`src/rtl/mips_pipe_pkg.sv`:
```
// rtl/mips_pipe_pkg.sv - shared constants for the pipelined MIPS core
//
// Holds the control-bundle layout used by the ID/EX register, the main
// opcodes, the zero-register index and the main-decoder control table.
// Control bundle, MSB first:
//   {branch, jump, reg_dst, we_reg, alu_src, we_dm, dm2reg, alu_op[1:0],
//    jal_wd_sel, jal_wa_sel}
package mips_pipe_pkg;

    localparam int CTRL_W = 11;

    localparam int CTRL_BRANCH     = 10;
    localparam int CTRL_JUMP       = 9;
    localparam int CTRL_REG_DST    = 8;
    localparam int CTRL_WE_REG     = 7;
    localparam int CTRL_ALU_SRC    = 6;
    localparam int CTRL_WE_DM      = 5;
    localparam int CTRL_DM2REG     = 4;
    localparam int CTRL_ALU_OP_HI  = 3;
    localparam int CTRL_ALU_OP_LO  = 2;
    localparam int CTRL_JAL_WD_SEL = 1;
    localparam int CTRL_JAL_WA_SEL = 0;

    localparam logic [5:0] OP_RTYPE = 6'h00;
    localparam logic [5:0] OP_ADDI  = 6'h08;
    localparam logic [5:0] OP_BEQ   = 6'h04;
    localparam logic [5:0] OP_J     = 6'h02;
    localparam logic [5:0] OP_SW    = 6'h2B;
    localparam logic [5:0] OP_LW    = 6'h23;
    localparam logic [5:0] OP_JAL   = 6'h03;

    localparam logic [4:0] REG_ZERO = 5'd0;

    // Main-decoder control table; unknown opcodes decode to all-zero controls.
    function automatic logic [CTRL_W-1:0] ctrl_for_op(input logic [5:0] op);
        logic [CTRL_W-1:0] c;
        c = '0;
        case (op)
            OP_RTYPE: begin
                c[CTRL_REG_DST]   = 1'b1;
                c[CTRL_WE_REG]    = 1'b1;
                c[CTRL_ALU_OP_HI] = 1'b1;
            end
            OP_ADDI: begin
                c[CTRL_WE_REG]  = 1'b1;
                c[CTRL_ALU_SRC] = 1'b1;
            end
            OP_BEQ: begin
                c[CTRL_BRANCH]    = 1'b1;
                c[CTRL_ALU_OP_LO] = 1'b1;
            end
            OP_J: begin
                c[CTRL_JUMP] = 1'b1;
            end
            OP_SW: begin
                c[CTRL_ALU_SRC] = 1'b1;
                c[CTRL_WE_DM]   = 1'b1;
            end
            OP_LW: begin
                c[CTRL_WE_REG]  = 1'b1;
                c[CTRL_ALU_SRC] = 1'b1;
                c[CTRL_DM2REG]  = 1'b1;
            end
            OP_JAL: begin
                c[CTRL_JUMP]       = 1'b1;
                c[CTRL_WE_REG]     = 1'b1;
                c[CTRL_JAL_WD_SEL] = 1'b1;
                c[CTRL_JAL_WA_SEL] = 1'b1;
            end
            default: c = '0;
        endcase
        return c;
    endfunction

endpackage

```
`src/rtl/id_ex_pipe_reg_if.sv`:
```
// rtl/id_ex_pipe_reg_if.sv - decode-side and EX-side bundles of the ID/EX register
//
// master: decode stage / EX consumer view (drives *_d, observes *_e)
// slave : the ID/EX register itself (consumes *_d, drives *_e)
interface id_ex_pipe_reg_if #(
    parameter int DATA_W = 32,
    parameter int REG_AW = 5
);

    logic              valid_d;
    logic              branch_d, jump_d, reg_dst_d, we_reg_d, alu_src_d;
    logic              we_dm_d, dm2reg_d, jal_wd_sel_d, jal_wa_sel_d;
    logic [1:0]        alu_op_d;
    logic [DATA_W-1:0] rd1_d, rd2_d, sext_imm_d, pc_plus4_d;
    logic [REG_AW-1:0] rs_d, rt_d, rd_d;

    logic              valid_e;
    logic              branch_e, jump_e, reg_dst_e, we_reg_e, alu_src_e;
    logic              we_dm_e, dm2reg_e, jal_wd_sel_e, jal_wa_sel_e;
    logic [1:0]        alu_op_e;
    logic [DATA_W-1:0] rd1_e, rd2_e, sext_imm_e, pc_plus4_e;
    logic [REG_AW-1:0] rs_e, rt_e, rd_e;

    modport master (
        output valid_d, branch_d, jump_d, reg_dst_d, we_reg_d, alu_src_d,
               we_dm_d, dm2reg_d, jal_wd_sel_d, jal_wa_sel_d, alu_op_d,
               rd1_d, rd2_d, sext_imm_d, pc_plus4_d, rs_d, rt_d, rd_d,
        input  valid_e, branch_e, jump_e, reg_dst_e, we_reg_e, alu_src_e,
               we_dm_e, dm2reg_e, jal_wd_sel_e, jal_wa_sel_e, alu_op_e,
               rd1_e, rd2_e, sext_imm_e, pc_plus4_e, rs_e, rt_e, rd_e
    );

    modport slave (
        input  valid_d, branch_d, jump_d, reg_dst_d, we_reg_d, alu_src_d,
               we_dm_d, dm2reg_d, jal_wd_sel_d, jal_wa_sel_d, alu_op_d,
               rd1_d, rd2_d, sext_imm_d, pc_plus4_d, rs_d, rt_d, rd_d,
        output valid_e, branch_e, jump_e, reg_dst_e, we_reg_e, alu_src_e,
               we_dm_e, dm2reg_e, jal_wd_sel_e, jal_wa_sel_e, alu_op_e,
               rd1_e, rd2_e, sext_imm_e, pc_plus4_e, rs_e, rt_e, rd_e
    );

endinterface

```
`src/rtl/load_use_detect.sv`:
```
// rtl/load_use_detect.sv - combinational load-use hazard detector
//
// Ports:
//   valid_e, dm2reg_e, we_reg_e, rt_e : instruction currently in EX
//   valid_d, rs_d, rt_d              : instruction currently in decode
//   lu                               : decode needs the EX load's result
module load_use_detect
    import mips_pipe_pkg::*;
#(
    parameter int REG_AW = 5
) (
    input  logic              valid_e,
    input  logic              dm2reg_e,
    input  logic              we_reg_e,
    input  logic [REG_AW-1:0] rt_e,
    input  logic              valid_d,
    input  logic [REG_AW-1:0] rs_d,
    input  logic [REG_AW-1:0] rt_d,
    output logic              lu
);

    logic ex_is_load;
    logic src_match;

    // A load targeting $zero produces nothing a consumer can depend on.
    assign ex_is_load = valid_e & dm2reg_e & we_reg_e & (rt_e != REG_AW'(REG_ZERO));
    assign src_match  = (rt_e == rs_d) | (rt_e == rt_d);
    assign lu         = ex_is_load & valid_d & src_match;

endmodule

```
`src/rtl/id_ex_pipe_reg.sv`:
```
// rtl/id_ex_pipe_reg.sv - ID/EX pipeline register with load-use bubble insertion
//
// Ports:
//   clk, rst    : rising-edge clock, synchronous active-high reset
//   stall_in    : external freeze, EX-side state holds
//   flush_in    : branch/jump taken, a bubble enters EX
//   pif         : slave view of the decode (*_d) and EX (*_e) bundles
//   stall_fd    : load-use stall to PC and IF/ID (combinational)
//   bubble_cnt  : bubbles loaded by flush or load-use; counts only when
//                 IDEX_PERF_CNT_EN is defined, otherwise tied to 0
//
// Edge priority: rst > flush_in > stall_in > load-use > normal load.
module id_ex_pipe_reg
    import mips_pipe_pkg::*;
#(
    parameter int DATA_W = 32,
    parameter int REG_AW = 5
) (
    input  logic                clk,
    input  logic                rst,
    input  logic                stall_in,
    input  logic                flush_in,
    id_ex_pipe_reg_if.slave     pif,
    output logic                stall_fd,
    output logic [31:0]         bubble_cnt
);

    logic [CTRL_W-1:0] ctrl_in;
    logic [CTRL_W-1:0] ctrl_ex_d, ctrl_ex_q;
    logic              valid_ex_d, valid_ex_q;
    logic [DATA_W-1:0] rd1_ex_d, rd1_ex_q;
    logic [DATA_W-1:0] rd2_ex_d, rd2_ex_q;
    logic [DATA_W-1:0] imm_ex_d, imm_ex_q;
    logic [DATA_W-1:0] pc4_ex_d, pc4_ex_q;
    logic [REG_AW-1:0] rs_ex_d, rs_ex_q;
    logic [REG_AW-1:0] rt_ex_d, rt_ex_q;
    logic [REG_AW-1:0] rd_ex_d, rd_ex_q;

    logic lu;
    logic load_bubble;
    logic load_new;

    assign ctrl_in = {pif.branch_d, pif.jump_d, pif.reg_dst_d, pif.we_reg_d,
                      pif.alu_src_d, pif.we_dm_d, pif.dm2reg_d, pif.alu_op_d,
                      pif.jal_wd_sel_d, pif.jal_wa_sel_d};

    load_use_detect #(
        .REG_AW (REG_AW)
    ) u_lu (
        .valid_e  (valid_ex_q),
        .dm2reg_e (ctrl_ex_q[CTRL_DM2REG]),
        .we_reg_e (ctrl_ex_q[CTRL_WE_REG]),
        .rt_e     (rt_ex_q),
        .valid_d  (pif.valid_d),
        .rs_d     (pif.rs_d),
        .rt_d     (pif.rt_d),
        .lu       (lu)
    );

    // stall_fd follows lu even under flush; the upstream flush overrides
    // the IF/ID hold.
    assign stall_fd = lu;

    // Flush beats the external stall; load-use only acts when not frozen.
    assign load_bubble = flush_in | (~stall_in & lu);
    assign load_new    = ~flush_in & ~stall_in & ~lu;

    always_comb begin
        ctrl_ex_d  = ctrl_ex_q;
        valid_ex_d = valid_ex_q;
        rd1_ex_d   = rd1_ex_q;
        rd2_ex_d   = rd2_ex_q;
        imm_ex_d   = imm_ex_q;
        pc4_ex_d   = pc4_ex_q;
        rs_ex_d    = rs_ex_q;
        rt_ex_d    = rt_ex_q;
        rd_ex_d    = rd_ex_q;
        if (load_bubble) begin
            ctrl_ex_d  = '0;
            valid_ex_d = 1'b0;
            rd1_ex_d   = '0;
            rd2_ex_d   = '0;
            imm_ex_d   = '0;
            pc4_ex_d   = '0;
            rs_ex_d    = '0;
            rt_ex_d    = '0;
            rd_ex_d    = '0;
        end else if (load_new) begin
            ctrl_ex_d  = ctrl_in;
            valid_ex_d = pif.valid_d;
            rd1_ex_d   = pif.rd1_d;
            rd2_ex_d   = pif.rd2_d;
            imm_ex_d   = pif.sext_imm_d;
            pc4_ex_d   = pif.pc_plus4_d;
            rs_ex_d    = pif.rs_d;
            rt_ex_d    = pif.rt_d;
            rd_ex_d    = pif.rd_d;
        end
    end

    always_ff @(posedge clk) begin
        if (rst) begin
            ctrl_ex_q  <= '0;
            valid_ex_q <= 1'b0;
            rd1_ex_q   <= '0;
            rd2_ex_q   <= '0;
            imm_ex_q   <= '0;
            pc4_ex_q   <= '0;
            rs_ex_q    <= '0;
            rt_ex_q    <= '0;
            rd_ex_q    <= '0;
        end else begin
            ctrl_ex_q  <= ctrl_ex_d;
            valid_ex_q <= valid_ex_d;
            rd1_ex_q   <= rd1_ex_d;
            rd2_ex_q   <= rd2_ex_d;
            imm_ex_q   <= imm_ex_d;
            pc4_ex_q   <= pc4_ex_d;
            rs_ex_q    <= rs_ex_d;
            rt_ex_q    <= rt_ex_d;
            rd_ex_q    <= rd_ex_d;
        end
    end

    assign pif.valid_e      = valid_ex_q;
    assign pif.branch_e     = ctrl_ex_q[CTRL_BRANCH];
    assign pif.jump_e       = ctrl_ex_q[CTRL_JUMP];
    assign pif.reg_dst_e    = ctrl_ex_q[CTRL_REG_DST];
    assign pif.we_reg_e     = ctrl_ex_q[CTRL_WE_REG];
    assign pif.alu_src_e    = ctrl_ex_q[CTRL_ALU_SRC];
    assign pif.we_dm_e      = ctrl_ex_q[CTRL_WE_DM];
    assign pif.dm2reg_e     = ctrl_ex_q[CTRL_DM2REG];
    assign pif.alu_op_e     = ctrl_ex_q[CTRL_ALU_OP_HI:CTRL_ALU_OP_LO];
    assign pif.jal_wd_sel_e = ctrl_ex_q[CTRL_JAL_WD_SEL];
    assign pif.jal_wa_sel_e = ctrl_ex_q[CTRL_JAL_WA_SEL];
    assign pif.rd1_e        = rd1_ex_q;
    assign pif.rd2_e        = rd2_ex_q;
    assign pif.sext_imm_e   = imm_ex_q;
    assign pif.pc_plus4_e   = pc4_ex_q;
    assign pif.rs_e         = rs_ex_q;
    assign pif.rt_e         = rt_ex_q;
    assign pif.rd_e         = rd_ex_q;

`ifdef IDEX_PERF_CNT_EN
    logic [31:0] bubble_cnt_d, bubble_cnt_q;

    // Saturating: the counter sticks at all-ones rather than wrapping.
    always_comb begin
        bubble_cnt_d = bubble_cnt_q;
        if (load_bubble && (bubble_cnt_q != 32'hFFFF_FFFF)) begin
            bubble_cnt_d = bubble_cnt_q + 32'd1;
        end
    end

    always_ff @(posedge clk) begin
        if (rst) begin
            bubble_cnt_q <= '0;
        end else begin
            bubble_cnt_q <= bubble_cnt_d;
        end
    end

    assign bubble_cnt = bubble_cnt_q;
`else
    assign bubble_cnt = '0;
`endif

endmodule

```
`src/flat_wrapper.sv`:
```
// flat-port wrapper written by rule: the top's interface ports become plain ports
module id_ex_pipe_reg_flat import mips_pipe_pkg::*;
#(
    parameter int DATA_W = 32,
    parameter int REG_AW = 5
)
  (clk, rst, stall_in, flush_in, stall_fd, bubble_cnt, pif_valid_d, pif_branch_d, pif_jump_d, pif_reg_dst_d, pif_we_reg_d, pif_alu_src_d, pif_we_dm_d, pif_dm2reg_d, pif_jal_wd_sel_d, pif_jal_wa_sel_d, pif_alu_op_d, pif_rd1_d, pif_rd2_d, pif_sext_imm_d, pif_pc_plus4_d, pif_rs_d, pif_rt_d, pif_rd_d, pif_valid_e, pif_branch_e, pif_jump_e, pif_reg_dst_e, pif_we_reg_e, pif_alu_src_e, pif_we_dm_e, pif_dm2reg_e, pif_jal_wd_sel_e, pif_jal_wa_sel_e, pif_alu_op_e, pif_rd1_e, pif_rd2_e, pif_sext_imm_e, pif_pc_plus4_e, pif_rs_e, pif_rt_e, pif_rd_e);
  id_ex_pipe_reg_if #(.DATA_W(DATA_W), .REG_AW(REG_AW)) pif_i ();
  input  logic clk;
  input  logic rst;
  input  logic stall_in;
  input  logic flush_in;
  output logic stall_fd;
  output logic [31:0] bubble_cnt;
  input wire logic [$bits(pif_i.valid_d)-1:0] pif_valid_d;
  input wire logic [$bits(pif_i.branch_d)-1:0] pif_branch_d;
  input wire logic [$bits(pif_i.jump_d)-1:0] pif_jump_d;
  input wire logic [$bits(pif_i.reg_dst_d)-1:0] pif_reg_dst_d;
  input wire logic [$bits(pif_i.we_reg_d)-1:0] pif_we_reg_d;
  input wire logic [$bits(pif_i.alu_src_d)-1:0] pif_alu_src_d;
  input wire logic [$bits(pif_i.we_dm_d)-1:0] pif_we_dm_d;
  input wire logic [$bits(pif_i.dm2reg_d)-1:0] pif_dm2reg_d;
  input wire logic [$bits(pif_i.jal_wd_sel_d)-1:0] pif_jal_wd_sel_d;
  input wire logic [$bits(pif_i.jal_wa_sel_d)-1:0] pif_jal_wa_sel_d;
  input wire logic [$bits(pif_i.alu_op_d)-1:0] pif_alu_op_d;
  input wire logic [$bits(pif_i.rd1_d)-1:0] pif_rd1_d;
  input wire logic [$bits(pif_i.rd2_d)-1:0] pif_rd2_d;
  input wire logic [$bits(pif_i.sext_imm_d)-1:0] pif_sext_imm_d;
  input wire logic [$bits(pif_i.pc_plus4_d)-1:0] pif_pc_plus4_d;
  input wire logic [$bits(pif_i.rs_d)-1:0] pif_rs_d;
  input wire logic [$bits(pif_i.rt_d)-1:0] pif_rt_d;
  input wire logic [$bits(pif_i.rd_d)-1:0] pif_rd_d;
  output wire logic [$bits(pif_i.valid_e)-1:0] pif_valid_e;
  output wire logic [$bits(pif_i.branch_e)-1:0] pif_branch_e;
  output wire logic [$bits(pif_i.jump_e)-1:0] pif_jump_e;
  output wire logic [$bits(pif_i.reg_dst_e)-1:0] pif_reg_dst_e;
  output wire logic [$bits(pif_i.we_reg_e)-1:0] pif_we_reg_e;
  output wire logic [$bits(pif_i.alu_src_e)-1:0] pif_alu_src_e;
  output wire logic [$bits(pif_i.we_dm_e)-1:0] pif_we_dm_e;
  output wire logic [$bits(pif_i.dm2reg_e)-1:0] pif_dm2reg_e;
  output wire logic [$bits(pif_i.jal_wd_sel_e)-1:0] pif_jal_wd_sel_e;
  output wire logic [$bits(pif_i.jal_wa_sel_e)-1:0] pif_jal_wa_sel_e;
  output wire logic [$bits(pif_i.alu_op_e)-1:0] pif_alu_op_e;
  output wire logic [$bits(pif_i.rd1_e)-1:0] pif_rd1_e;
  output wire logic [$bits(pif_i.rd2_e)-1:0] pif_rd2_e;
  output wire logic [$bits(pif_i.sext_imm_e)-1:0] pif_sext_imm_e;
  output wire logic [$bits(pif_i.pc_plus4_e)-1:0] pif_pc_plus4_e;
  output wire logic [$bits(pif_i.rs_e)-1:0] pif_rs_e;
  output wire logic [$bits(pif_i.rt_e)-1:0] pif_rt_e;
  output wire logic [$bits(pif_i.rd_e)-1:0] pif_rd_e;
  assign pif_i.valid_d = pif_valid_d;
  assign pif_i.branch_d = pif_branch_d;
  assign pif_i.jump_d = pif_jump_d;
  assign pif_i.reg_dst_d = pif_reg_dst_d;
  assign pif_i.we_reg_d = pif_we_reg_d;
  assign pif_i.alu_src_d = pif_alu_src_d;
  assign pif_i.we_dm_d = pif_we_dm_d;
  assign pif_i.dm2reg_d = pif_dm2reg_d;
  assign pif_i.jal_wd_sel_d = pif_jal_wd_sel_d;
  assign pif_i.jal_wa_sel_d = pif_jal_wa_sel_d;
  assign pif_i.alu_op_d = pif_alu_op_d;
  assign pif_i.rd1_d = pif_rd1_d;
  assign pif_i.rd2_d = pif_rd2_d;
  assign pif_i.sext_imm_d = pif_sext_imm_d;
  assign pif_i.pc_plus4_d = pif_pc_plus4_d;
  assign pif_i.rs_d = pif_rs_d;
  assign pif_i.rt_d = pif_rt_d;
  assign pif_i.rd_d = pif_rd_d;
  assign pif_valid_e = pif_i.valid_e;
  assign pif_branch_e = pif_i.branch_e;
  assign pif_jump_e = pif_i.jump_e;
  assign pif_reg_dst_e = pif_i.reg_dst_e;
  assign pif_we_reg_e = pif_i.we_reg_e;
  assign pif_alu_src_e = pif_i.alu_src_e;
  assign pif_we_dm_e = pif_i.we_dm_e;
  assign pif_dm2reg_e = pif_i.dm2reg_e;
  assign pif_jal_wd_sel_e = pif_i.jal_wd_sel_e;
  assign pif_jal_wa_sel_e = pif_i.jal_wa_sel_e;
  assign pif_alu_op_e = pif_i.alu_op_e;
  assign pif_rd1_e = pif_i.rd1_e;
  assign pif_rd2_e = pif_i.rd2_e;
  assign pif_sext_imm_e = pif_i.sext_imm_e;
  assign pif_pc_plus4_e = pif_i.pc_plus4_e;
  assign pif_rs_e = pif_i.rs_e;
  assign pif_rt_e = pif_i.rt_e;
  assign pif_rd_e = pif_i.rd_e;
  id_ex_pipe_reg #(.DATA_W(DATA_W), .REG_AW(REG_AW)) u_core (.clk(clk), .rst(rst), .stall_in(stall_in), .flush_in(flush_in), .pif(pif_i), .stall_fd(stall_fd), .bubble_cnt(bubble_cnt));
endmodule
```
`config.mk`:
```
export PLATFORM = sky130hd
export DESIGN_NAME = id_ex_pipe_reg_flat
export DESIGN_NICKNAME = d
export VERILOG_FILES = /design/src/rtl/mips_pipe_pkg.sv /design/src/rtl/id_ex_pipe_reg_if.sv /design/src/rtl/load_use_detect.sv /design/src/rtl/id_ex_pipe_reg.sv /design/src/flat_wrapper.sv
export SDC_FILE = /design/constraint.sdc
export NUM_CORES = 1
export LEC_CHECK = 0
export CAP_MARGIN = 0
export CORE_AREA = 2 2 134 136
export CTS_BUF_LIST = sky130_fd_sc_hd__clkbuf_2
export CTS_CLUSTER_SIZE = 16
export DETAILED_ROUTE_END_ITERATION = 10
export DIE_AREA = 0 0 136 138
export PLACE_DENSITY = 0.78
export SETUP_SLACK_MARGIN = 0.4
export SLEW_MARGIN = 20
export SYNTH_ARGS = -nofsm -noshare
export SYNTH_HDL_FRONTEND = slang
export SYNTH_SLANG_ARGS = --single-unit
export TNS_END_PERCENT = 30
```
`constraint.sdc`:
```
create_clock -name clk -period 2.34 [get_ports clk]
set_input_delay 0.468 -clock clk [delete_from_list [all_inputs] [get_ports clk]]
set_output_delay 0.468 -clock clk [all_outputs]
set_load 0.02 [all_outputs]
```
==> results.yml <==
run_status:
  status: "finished, violations left"
  violations: "negative setup slack"
pwr:
  p_clk_frac: 0.273
  ir_worst_vdd_uv: 297
  total_power_w: 0.00582
  p_leak_nw: 3.89
  p_seq_frac: 0.502
  switchingPower_w: 0.00184
  p_per_area_mw_per_mm2: 534
  p_int_w: 0.00398
  p_sw_frac: 0.316
  p_comb_frac: 0.224
die:
  die-area_sq_mm: 0.0188
  io_pins: 347
  die_h_um: 138
  die_w_um: 136
  core-area_sq_mm: 0.0175
  num_rows: 49
  start_util: 0.376
detailed_routing:
  routed_wl_mm: 23.6
  vias_per_cell: 5.48
  wl_per_cell_um: 18.0
  ant_nets: 0
  dr.pass1.iters: 4
  dr_total_vias: 7162
  drc: 0
  dr.first_iter.drc_count: 436
place:
  io_buffers: 314
  place_congestion: 0.794
  post-dp-hpwl_mm: 14.6
grt:
  grt_most_used_layer: "met2"
  grt_use_total: 0.220
  grt_pass1_vias: 6487
  use_met2: 0.348
  antenna_found_initial: 1
  overflow: 0
  met1_usage: 0.272
  grt_max_degree: 84
  grt_pass1_wl_mm: 33.6
  use_met3: 0.0854
hold_path:
  min_from: "pif_pc_plus4_d[2]"
  hold_end: "u_core.pif.pc_plus4_e[2]"
  hold_depth: 3
  min_path_type: "in -> reg"
sta:
  timing.fmax_mhz: 397
  setup_ws_ns: -0.178
  finClkSkew_ns: 0.0403
  period_share: 1.08
  hold_ws_ns: 0.253
  fin_crit_ns: 2.52
  tns_ns: -0.178
  final_max_slew_viol_count: 0
  hold_viol: 0
  rsz0062_at_grt: "yes"
  setup_viol: 1
setup_path:
  crit_required_ns: 1.87
  path_class: "reg -> out"
  reg2reg_from: "u_core.pif.rt_e[0]"
  crit_path_start_kind: "flip-flop"
  r2r-end: "u_core.pif.sext_imm_e[6]"
  worst-path-max-fanout: 3
  r2r_cells: 9
  end_kind: "output pin"
  crit_path_start: "u_core.pif.rt_e[0]"
  arrival_ns: 2.05
  reg2reg_slack_ns: 0.28
clock_tree:
  cts-root-buf: "clkbuf_2"
  cts_max_level: 4
  clk_path_buf_depth: 2
  cts_hold_buf: 0
  clk_latency_ns: 0.74
  clk_pin_slew_ns: 0.27
  cts_tree: "yes"
  cts_buffers: 17
  cts_sinks: 155
finish:
  finish.utilization: 0.621
  final_nets: 1223
  syn_to_final_growth_pct: 65.0
  drive_gt1_frac: 0.311
synthesis:
  synth_area_leaders: "dfxtp_1 (47%), a32oi_1 (21%), o21ai_0 (11%)"
  yosysTopAreaCellShare: 0.470
  synthCells: 759
  synth_area_sq_mm: 0.00660
  synth.distinct_cells: 19
  ys_warn_count: 0
  synth_seq_cells: 155
  synth-seq-area-share: 0.470
  yosysTopAreaCell: "dfxtp_1"
  avgSynthCellArea_sq_um: 8.69
run:
  max_cap_viol_count: 0
==> synthesized netlist by cell type <==
cell and instances:
nand3_1 2, o21ai_1 6, or4_1 1, nor2b_1 1, o21ai_0 149, clkbuf_1 63
and4_1 1, xnor2_1 10, nor3b_1 1, o21ai_2 1, a32oi_1 155, buf_2 1
nand2_1 157, conb_1 1, dfxtp_1 155, buf_4 48, nor3_1 1, o22ai_1 1
buf_1 5
==> cell families after synthesis <==
kind of cell    after synthesis  synth area share
flops                       155             0.470
compound gates              312             0.326
buf+inv                     117            0.0941
simple gates                164            0.0962
xor+xnor                     10            0.0133
other cells                   1          0.000568
==> cells in the final DEF, fill, tap and decap left out, drive strengths merged, types with 2 or more instances in the layout <==
master and count:
clkinvlp 5, o21ai 156, clkdlybuf4s50 158, clkinv 2
conb 32, xnor2 10, dfxtp 155, clkbuf 25
nand3 2, nand2 157, a32oi 155, bufinv 2
clkdlybuf4s15 123, inv 5, buf 84
==> routing by layer <==
metal,share of wire,routed length (um)
met3,0.094,2220
met4,0.022,514
met1,0.41,9740
met2,0.47,11100
met5,0,0
==> worst max path at each step <==
stage	slack, ns	end	depth (start not counted)
final	-0.18	stall_fd	4
after global routing	-0.31	stall_fd	4
after CTS	-0.29	stall_fd	4
after detailed placement	0.04	stall_fd	6
after global placement	0.09	stall_fd	6
after floorplan	0.41	stall_fd	5
==> registers in the layout (all words and copies together), names as in the netlist <==
signal / flops
u_core.pif.rd2_e: 32
u_core.pif.rd_e: 5
u_core.pif.rd1_e: 32
u_core.pif.sext_imm_e: 32
u_core.pif.valid_e: 1
u_core.pif.pc_plus4_e: 32
u_core.pif.rs_e: 5
u_core.ctrl_ex_q: 11
u_core.pif.rt_e: 5
==> cell type report <==
type                            instances  area [sq um]
Timing Repair Buffer                  372          4030
Antenna cell                            1          2.50
Tap cell                              229           287
Fill cell                            1429          6650
Multi-Input combinational cell        518          3110
Clock buffer                           18          90.1
Clock inverter                         14           163
Sequential cell                       155          3210
==> worst max-delay path, stage by stage (launching register included) <==
cell and delay [ns]:
dfxtp_4 0.41, or4_4 0.55, o21ai_4 0.18, nor2b_4 0.06, buf_6 0.13
==> power groups by stage <==
stage,Sequential (W),Combinational (W),Clock (W)
detailed placement,0.00296,0.00131,0
finish,0.00292,0.00130,0.00159
CTS,0.00292,0.00127,0.00165
global placement,0.00296,0.00130,0
global route,0.00295,0.00139,0.00177
floorplan,0.00316,0.000368,0
==> repair_timing <==
item,CTS,global route
resized for setup,593,122
pin swaps,2,5
cloned,0,11
setup endpoints to repair,298,258
buffers inserted,7,10
==> metrics by stage <==
| stage | area [sq um] | instances | setup slack [ns] |
|---|---|---|---|
| finish | 10900 | 1307 | -0.178 |
| global route | 10900 | 1307 | -0.311 |
| CTS | 10400 | 1285 | -0.291 |
| detailed placement | 9950 | 1246 | 0.0403 |
| global placement | 9950 | 1246 | 0.0880 |
| floorplan | 6720 | 790 | 0.406 |
Note: power is estimated with default switching activity, not from simulation.
